**config.mk**
```make
export PLATFORM = sky130hd
export DESIGN_NAME = ysyx_25040109_gpr_csr_file
export DESIGN_NICKNAME = d
export VERILOG_FILES = /design/src/rtl/ysyx_25040109_gpr_csr_file.sv
export SDC_FILE = /design/constraint.sdc
export NUM_CORES = 2
export LEC_CHECK = 0
export ABC_AREA = 1
export BUFFER_PORTS_ARGS = -buffer_cell sky130_fd_sc_hd__buf_4
export CAP_MARGIN = 20
export CORE_ASPECT_RATIO = 1.1
export CORE_MARGIN = 5
export CORE_UTILIZATION = 30
export CTS_CLUSTER_DIAMETER = 50
export DETAILED_ROUTE_END_ITERATION = 10
export PLACE_DENSITY_LB_ADDON = 0.15
export RECOVER_POWER = 50
export SYNTH_ARGS = -nofsm -noshare
export SYNTH_HDL_FRONTEND = slang
export SYNTH_SLANG_ARGS = --single-unit
```
**constraint.sdc**
```tcl
create_clock -name clk -period 3.1 [get_ports clk]
set_input_delay 0.62 -clock clk [delete_from_list [all_inputs] [get_ports clk]]
set_output_delay 0.62 -clock clk [all_outputs]
set_load 0.1 [all_outputs]
```
**src/rtl/ysyx_25040109_gpr_csr_file.sv**
```systemverilog
// GPR file with bypassed combinational read ports, plus the M-mode CSR file
// with trap entry/MRET sequencing and 64-bit mcycle/minstret counters.
module ysyx_25040109_gpr_csr_file #(
    parameter int ADDR_WIDTH = 5,
    parameter int DATA_WIDTH = 32,
    parameter int NREAD      = 2,
    parameter int BYPASS     = 1
) (
    input  logic                          clk,
    input  logic                          rst,
    input  logic [NREAD*ADDR_WIDTH-1:0]   raddr,
    output logic [NREAD*DATA_WIDTH-1:0]   rdata,
    input  logic                          wen,
    input  logic [ADDR_WIDTH-1:0]         waddr,
    input  logic [DATA_WIDTH-1:0]         wdata,
    output logic [DATA_WIDTH-1:0]         a0_out,
    input  logic [11:0]                   csr_addr,
    input  logic                          csr_we,
    input  logic [DATA_WIDTH-1:0]         csr_wdata,
    output logic [DATA_WIDTH-1:0]         csr_rdata,
    output logic                          csr_illegal,
    input  logic                          trap_valid,
    input  logic [DATA_WIDTH-1:0]         trap_cause,
    input  logic [DATA_WIDTH-1:0]         trap_pc,
    input  logic                          mret_valid,
    input  logic                          instret,
    output logic [DATA_WIDTH-1:0]         mtvec_out,
    output logic [DATA_WIDTH-1:0]         mepc_out
);

    localparam int NREG = 1 << ADDR_WIDTH;

    localparam logic [11:0] CSR_MSTATUS   = 12'h300;
    localparam logic [11:0] CSR_MTVEC     = 12'h305;
    localparam logic [11:0] CSR_MSCRATCH  = 12'h340;
    localparam logic [11:0] CSR_MEPC      = 12'h341;
    localparam logic [11:0] CSR_MCAUSE    = 12'h342;
    localparam logic [11:0] CSR_MCYCLE    = 12'hB00;
    localparam logic [11:0] CSR_MCYCLEH   = 12'hB80;
    localparam logic [11:0] CSR_MINSTRET  = 12'hB02;
    localparam logic [11:0] CSR_MINSTRETH = 12'hB82;
    localparam logic [11:0] CSR_MVENDORID = 12'hF11;
    localparam logic [11:0] CSR_MARCHID   = 12'hF12;

    localparam logic [DATA_WIDTH-1:0] ALIGN_MASK = ~DATA_WIDTH'(3);

    logic [DATA_WIDTH-1:0] rf [NREG];

    logic                  mie;
    logic                  mpie;
    logic [DATA_WIDTH-1:0] mtvec;
    logic [DATA_WIDTH-1:0] mepc;
    logic [DATA_WIDTH-1:0] mcause;
    logic [DATA_WIDTH-1:0] mscratch;
    logic [63:0]           mcycle;
    logic [63:0]           minstret;

    logic                  csr_impl;
    logic                  csr_wr;

    always_ff @(posedge clk or negedge rst) begin
        if (!rst) begin
            for (int i = 0; i < NREG; i++) begin
                rf[i] <= '0;
            end
        end else if (wen && (waddr != '0)) begin
            rf[waddr] <= wdata;
        end
    end

    for (genvar k = 0; k < NREAD; k++) begin : g_rd
        logic [ADDR_WIDTH-1:0] ra;
        assign ra = raddr[k*ADDR_WIDTH +: ADDR_WIDTH];
        assign rdata[k*DATA_WIDTH +: DATA_WIDTH] =
            (ra == '0)                               ? '0    :
            ((BYPASS != 0) && wen && (waddr == ra))  ? wdata :
                                                       rf[ra];
    end

    assign a0_out    = rf[10];
    assign mtvec_out = mtvec;
    assign mepc_out  = mepc;

    always_comb begin
        csr_impl  = 1'b1;
        csr_rdata = '0;
        case (csr_addr)
            CSR_MSTATUS:   csr_rdata = DATA_WIDTH'({2'b11, 3'b000, mpie, 3'b000, mie, 3'b000});
            CSR_MTVEC:     csr_rdata = mtvec;
            CSR_MSCRATCH:  csr_rdata = mscratch;
            CSR_MEPC:      csr_rdata = mepc;
            CSR_MCAUSE:    csr_rdata = mcause;
            CSR_MCYCLE:    csr_rdata = DATA_WIDTH'(mcycle[31:0]);
            CSR_MCYCLEH:   csr_rdata = DATA_WIDTH'(mcycle[63:32]);
            CSR_MINSTRET:  csr_rdata = DATA_WIDTH'(minstret[31:0]);
            CSR_MINSTRETH: csr_rdata = DATA_WIDTH'(minstret[63:32]);
            CSR_MVENDORID: csr_rdata = DATA_WIDTH'(32'h7973_7978);
            CSR_MARCHID:   csr_rdata = DATA_WIDTH'(32'h017E_4A2D);
            default:       csr_impl  = 1'b0;
        endcase
    end

    // Address bits [11:10] == 2'b11 mark the read-only CSR space.
    assign csr_illegal = !csr_impl || (csr_we && (csr_addr[11:10] == 2'b11));
    assign csr_wr      = csr_we && !csr_illegal;

    always_ff @(posedge clk or negedge rst) begin
        if (!rst) begin
            mie      <= 1'b0;
            mpie     <= 1'b0;
            mtvec    <= '0;
            mepc     <= '0;
            mcause   <= '0;
            mscratch <= '0;
        end else begin
            // A trap owns mstatus/mepc/mcause this cycle; MRET owns mstatus.
            if (trap_valid) begin
                mepc   <= trap_pc & ALIGN_MASK;
                mcause <= trap_cause;
                mpie   <= mie;
                mie    <= 1'b0;
            end else begin
                if (mret_valid) begin
                    mie  <= mpie;
                    mpie <= 1'b1;
                end else if (csr_wr && (csr_addr == CSR_MSTATUS)) begin
                    mie  <= csr_wdata[3];
                    mpie <= csr_wdata[7];
                end
                if (csr_wr && (csr_addr == CSR_MEPC)) begin
                    mepc <= csr_wdata & ALIGN_MASK;
                end
                if (csr_wr && (csr_addr == CSR_MCAUSE)) begin
                    mcause <= csr_wdata;
                end
            end
            if (csr_wr && (csr_addr == CSR_MTVEC)) begin
                mtvec <= csr_wdata & ALIGN_MASK;
            end
            if (csr_wr && (csr_addr == CSR_MSCRATCH)) begin
                mscratch <= csr_wdata;
            end
        end
    end

    // A write to either counter half replaces that cycle's increment.
    always_ff @(posedge clk or negedge rst) begin
        if (!rst) begin
            mcycle   <= '0;
            minstret <= '0;
        end else begin
            if (csr_wr && (csr_addr == CSR_MCYCLE)) begin
                mcycle <= {mcycle[63:32], csr_wdata[31:0]};
            end else if (csr_wr && (csr_addr == CSR_MCYCLEH)) begin
                mcycle <= {csr_wdata[31:0], mcycle[31:0]};
            end else begin
                mcycle <= mcycle + 64'd1;
            end

            if (csr_wr && (csr_addr == CSR_MINSTRET)) begin
                minstret <= {minstret[63:32], csr_wdata[31:0]};
            end else if (csr_wr && (csr_addr == CSR_MINSTRETH)) begin
                minstret <= {csr_wdata[31:0], minstret[31:0]};
            end else if (instret) begin
                minstret <= minstret + 64'd1;
            end
        end
    end

endmodule

```
== Word-level counts from Yosys, hierarchy flattened ==
Index checks and enable logic that the tools add are counted.

* Register bits after elaboration: 1,280
* Bits of input ports: 162
* Output and inout bits: 193
* Logic and storage cells: 127

* $add $sub $neg: 2
* Order comparisons: 4
* Equality and inequality tests: 16
* Mux-type cells: 30
* Bitwise logic cells: 4
* Reductions and logical operators: 29

{| class="wikitable"
|+ Operators with widths
! operator !! number
|-
| $bwmux 1024 || 1
|-
| $mux 32 || 15
|-
| $pmux 32 s11 || 1
|-
| $bmux 32 s5 || 2
|-
| $mux 64 || 3
|-
| $demux 32 s5 || 1
|-
| $add 64x1->64 const B || 2
|-
| $eq 12x12->1 const B || 6
|-
| $eq 12x10->1 const B || 5
|-
| $ge 6x6->1 const B || 3
|-
| $not 5->6 || 3
|-
| $logic_and 1x1->1 || 15
|-
| $reduce_or 11->1 || 1
|-
| $eq 5x5->1 || 2
|-
| $logic_not 5->1 || 2
|-
| $reduce_bool 2->1 || 4
|-
| $mux 1 || 7
|-
| $lt 6x1->1 const B || 1
|-
| $reduce_bool 5->1 || 1
|-
| $ne 2x2->1 const B || 2
|-
| $reduce_and 2->1 || 2
|-
| $reduce_bool 3->1 || 1
|-
| $eq 2x2->1 const B || 1
|-
| $logic_not 1->1 || 2
|-
| 2 further kinds || 2
|}

== Logic depth before layout (Yosys ltp) ==
* Word-level depth: 11
* Depth in mapped cells: 15
* Depth with buffers taken out: 14

== Worst setup path after synthesis ==
OpenSTA, ideal clock, no wires.

* Path kind: input to output
* Start point: in raddr[5]
* End point: out rdata[55]
* Data arrival time: 4.210 ns
* Data required time: 2.480 ns
* Path slack: -1.730 ns
* Stages on the path: 10
* Buffers on the path: 4
* Path through: buf_2 clkbuf_1 clkbuf_1 clkbuf_1 o21ai_0 o211ai_1 nand3_1 nand3_1 a21oi_1 a211oi_1

* Longest elaborated chain between the ends: 6
* Elaborated cells between the ends (all ways): 9
* Classes of those cells: 1 x eq/ne; 5 x mux; 1 x bitwise; 2 x reduce/logical

{| class="wikitable"
|+ RTL lines
! item !! line !! text
|-
| start: declaration || 11 || <nowiki>input logic [NREAD*ADDR_WIDTH-1:0] raddr,</nowiki>
|-
| $not 5->6 (implied by the code) || 77 || <nowiki>rf[ra];</nowiki>
|-
| $bmux 32 s5 || 77 ||
|-
| $mux 32 (implied by the code) (2 in a row) || 77 ||
|-
| $mux 32 || 76 || <nowiki>((BYPASS != 0) && wen && (waddr == ra)) ? wdata :</nowiki>
|-
| $mux 32 * || 75 || <nowiki>(ra == '0) ? '0 :</nowiki>
|-
| end: declaration || 12 || <nowiki>output logic [NREAD*DATA_WIDTH-1:0] rdata,</nowiki>
|}

Mark *: on every way between the ends. The rest lies on a longest branch, timed or not. The select of a mux whose other input is x is not followed.

== Worst setup path after layout ==
* Start point: in raddr[0]
* End point: out rdata[14]

Same word-level chain as after synthesis.

==> metrics.md <==
| Metric | Value |
|---|---|
| Leak | `around 0.045 uW` |
| CTS max path bufs | `3` |
| Chip Height | `between 500 and 600 um` |
| H-tree levels | `4` |
| CTS Root Cell | `clkbuf_16` |
| HP Class | `in2reg` |
| P per Cell Area | `slightly below 600 nW/um^2` |
| WL final | `slightly above 400000 um` |
| Detailed Place HPWL | `271500 um` |
| Setup TNS Final | `-4.167 ns` |
| Relative slew slack | `-66.40%` |
| Initial drt markers | `approximately 9600` |
| Antenna violations before repair | `25` |
| Clk Latency, worst-skew pair | `~0.9 ns` |
| DRC viols | `0` |
| Clock Skew | `approximately 0.044 ns` |
| Most frequent cells in the layout | `nand2_1 (1947), o21ai_0 (1464), dfrtp_1 (1245), buf_4 (887), nand3_1 (878)` |
| WL/cell | `roughly 29 um` |
| Largest family of logic cells by synthesized area | `compound AO/OA/AOI/OAI gates` |
| Detailed Routing Iterations Pass 1 | `6` |
| Crit path max fanout | `15` |
| Slew at the pin closest to its max-slew limit | `between 2 and 2.5 ns` |
| Grt total ovfl | `0` |
| Min Tclk post-route | `3.283 ns` |
| Yosys reg bits | `roughly 1300` |
| Largest net degree at the start of global routing | `approximately 130` |
| Achievable Freq | `around 300 MHz` |
| CTS tree | `done` |
| Post-synthesis mux area share | `0%` |
| Synth Area in Adders | `0.03428%` |
| XOR/XNOR Fraction of Synth Area | `under 10%` |
| Final GP Congestion | `around 1.0` |
| RSZ-0062 raised after global routing | `yes` |
| Clk slew on worst S/H paths | `approximately 0.06 ns` |
| Final setup vio count | `between 60 and 70` |
| Post-synth top area share | `43.81%` |
| Post-synth top area cell | `dfrtp_1` |
| Asr flop ratio synth | `between 90% and 100%` |
| Clk sink count | `1278` |
| Synth Area per Inst | `approximately 7.2 sq um` |
| Final #Nets | `approximately 11000` |
| Final Non-Filler Cells | `~14000` |
| Dpl cells | `around 14000` |
| Global-route wire length before repair | `roughly 560000 um` |
| Slew Viols, Final | `between 300 and 400` |
| ANT nets after route | `0` |
| Arrival time at the worst endpoint | `about 2.7 ns` |
| Failing checks | `max-capacitance violations, max-slew violations, negative setup slack` |
| Total Routing Usage GR | `30.34%` |
| Data required time of the worst path | `about 2.5 ns` |
| Crit end category | `primary output` |
| CTS Buf Count | `199` |
| Commonest non-fill, non-tap cell in the layout | `nand2_1` |
| Cells after synthesis | `just over 10000` |
| Simple-gate share of the synthesized area | `around 22%` |
| Area of the core | `~240000 sq um` |
| Die Wd | `around 480 um` |
| Synth cell types | `46` |
| WHS | `between 0.05 and 0.06 ns` |
| Final period util | `105.9%` |
| Vias | `between 80000 and 90000` |
| Ys Warns | `0` |
| Max-Cap Viols | `12` |
| Sequential cell area fraction in the yosys report | `around 44%` |
| Complex-gate fraction of the synthesized area | `between 20% and 30%` |
| Starting Density | `between 30% and 40%` |
| VDD IR-drop max | `roughly 640 uV` |
| Ys flop type | `dfrtp_1` |
| Synth-to-layout area growth | `38.44%` |
| Ranking of synthesized cells by area | `dfrtp_1 (44%), o21ai_0 (13%), nand2_1 (10%)` |
| Proportion of layout cells with a drive suffix above 1 | `23.28%` |
| Port Buf Inserts | `348` |
| Number of synthesized flops with an enable pin | `0` |
| Outcome | `finished with violations` |
| Startpoint Class | `primary input` |
| Critical path class | `in2out` |
| Cell area after synthesis | `approximately 73000 sq um` |
| Vias in the first global route | `74711` |
| Die Footprint | `about 250000 sq um` |
| Vias per cell | `approximately 5.6` |
| Std-Cell Rows | `190` |
| Final Hold Viols | `0` |
| Final worst setup slack | `-0.1828 ns` |
| I/O pin count | `355` |
where the power goes:
| group | internal (uW) | switching (uW) |
|---|---|---|
| combinational | 4820 | 8700 |
| sequential | 19400 | 1960 |
| clock | 14800 | 9590 |
timing repair:
item | 4_1_cts | 5_1_grt
setup endpoints to repair | 97 | 97
setup buffers | 71 | 121
hold buffers | 53 | 0
resized for setup | 817 | 744
pin swaps | 218 | 337
gates cloned | 14 | 42
endpoints found under the hold margin | 192 | 0
registers in the layout, summed over array words and instances (netlist names):
register,count
mepc_out,30
a0_out,32
minstret,64
mie,1
mtvec_out,30
mpie,1
mscratch,32
rf,992
mcause,32
mcycle,64
through the flow:
step                cell area (sq um)  util (%)  total power, uW  worst slack (ns)
global placement                86170     35.47            32920           -0.6939
finish                         101100     41.59            59240           -0.1828
detailed placement              86170     35.47            33160           -0.6743
floorplan                       74540         -            28370           -0.3732
global route                   101000     41.59            61600           -0.2229
CTS                             97440     40.10            58590           -0.2330
cells by family (layout without fill, tap and decap cells):
family | after synthesis | count (layout)
buffers and inverters | 1690 | 2604
adder cells (fa/ha/maj) | 2 | 2
AO/OA/AOI/OAI | 3300 | 3300
flip-flops | 1278 | 1278
other | 1 | 21
AND/OR/NAND/NOR | 3739 | 3739
XOR/XNOR | 92 | 92
final cells by class:
type,count,area [sq um]
fillers,24807,141900
multi-input cells,7137,38170
flip-flops and latches,1278,32020
repair buffers,1450,16460
clock buffers,249,5469
well taps,3264,4084
inverters,781,3107
clock inverters,124,1697
diodes,17,42.54
worst max-delay path: stages:
cell and delay (ns):
buf_16 0.15, buf_16 0.18, buf_12 0.14, buf_4 0.17, o21ai_0 0.19, nand3_1 0.13
o21ai_2 0.10, nand2_1 0.10, o2111ai_2 0.13, nand3_1 0.13, nand2_2 0.15, buf_12 0.15
clkinvlp_4 0.11, buf_12 0.17
final timing paths:
| path | from | to | slack [ns] | depth (start not counted) |
|---|---|---|---|---|
| hold / removal | wdata[20] | rf[52] | 0.05 | 3 |
| max in group asynchronous | rst | mcycle[5] | 0.28 | 3 |
| setup / recovery | raddr[0] | rdata[14] | -0.18 | 14 |
| setup reg to reg | minstret[1] | minstret[62] | 0.45 | 14 |
| hold reg to reg | rf[1001] | rf[1001] | 0.40 | 0 |
| min in group asynchronous | rst | mscratch[14] | 0.58 | 2 |
per-layer routing:
layer / share of wire (%) / vias to the layer above / routed length (um) / global-route usage [%]
met1: 39 / 39327 / 158500 / 37.99
met4: 8.2 / 4 / 33370 / 20.13
met3: 8.0 / 1023 / 32840 / 5.453
met5: 0.0066 / - / 27 / 0
li1: - / 35820 / - / -
met2: 45 / 4074 / 183500 / 47.88
cell usage after synthesis (20+ instances only):
| master | number |
|---|---|
| buf_1 | 91 |
| inv_1 | 756 |
| o21ai_0 | 1914 |
| nand2_1 | 2002 |
| o21ai_1 | 32 |
| nand3_1 | 1060 |
| clkbuf_1 | 687 |
| o22ai_1 | 35 |
| nor2_1 | 476 |
| xor2_1 | 81 |
| buf_4 | 46 |
| nand4_1 | 90 |
| nor3_1 | 68 |
| dfrtp_1 | 1278 |
| buf_2 | 84 |
| a21oi_1 | 909 |
| a221oi_1 | 57 |
| o211ai_1 | 280 |
| a211oi_1 | 20 |
Note: power is estimated with default switching activity, not from simulation.
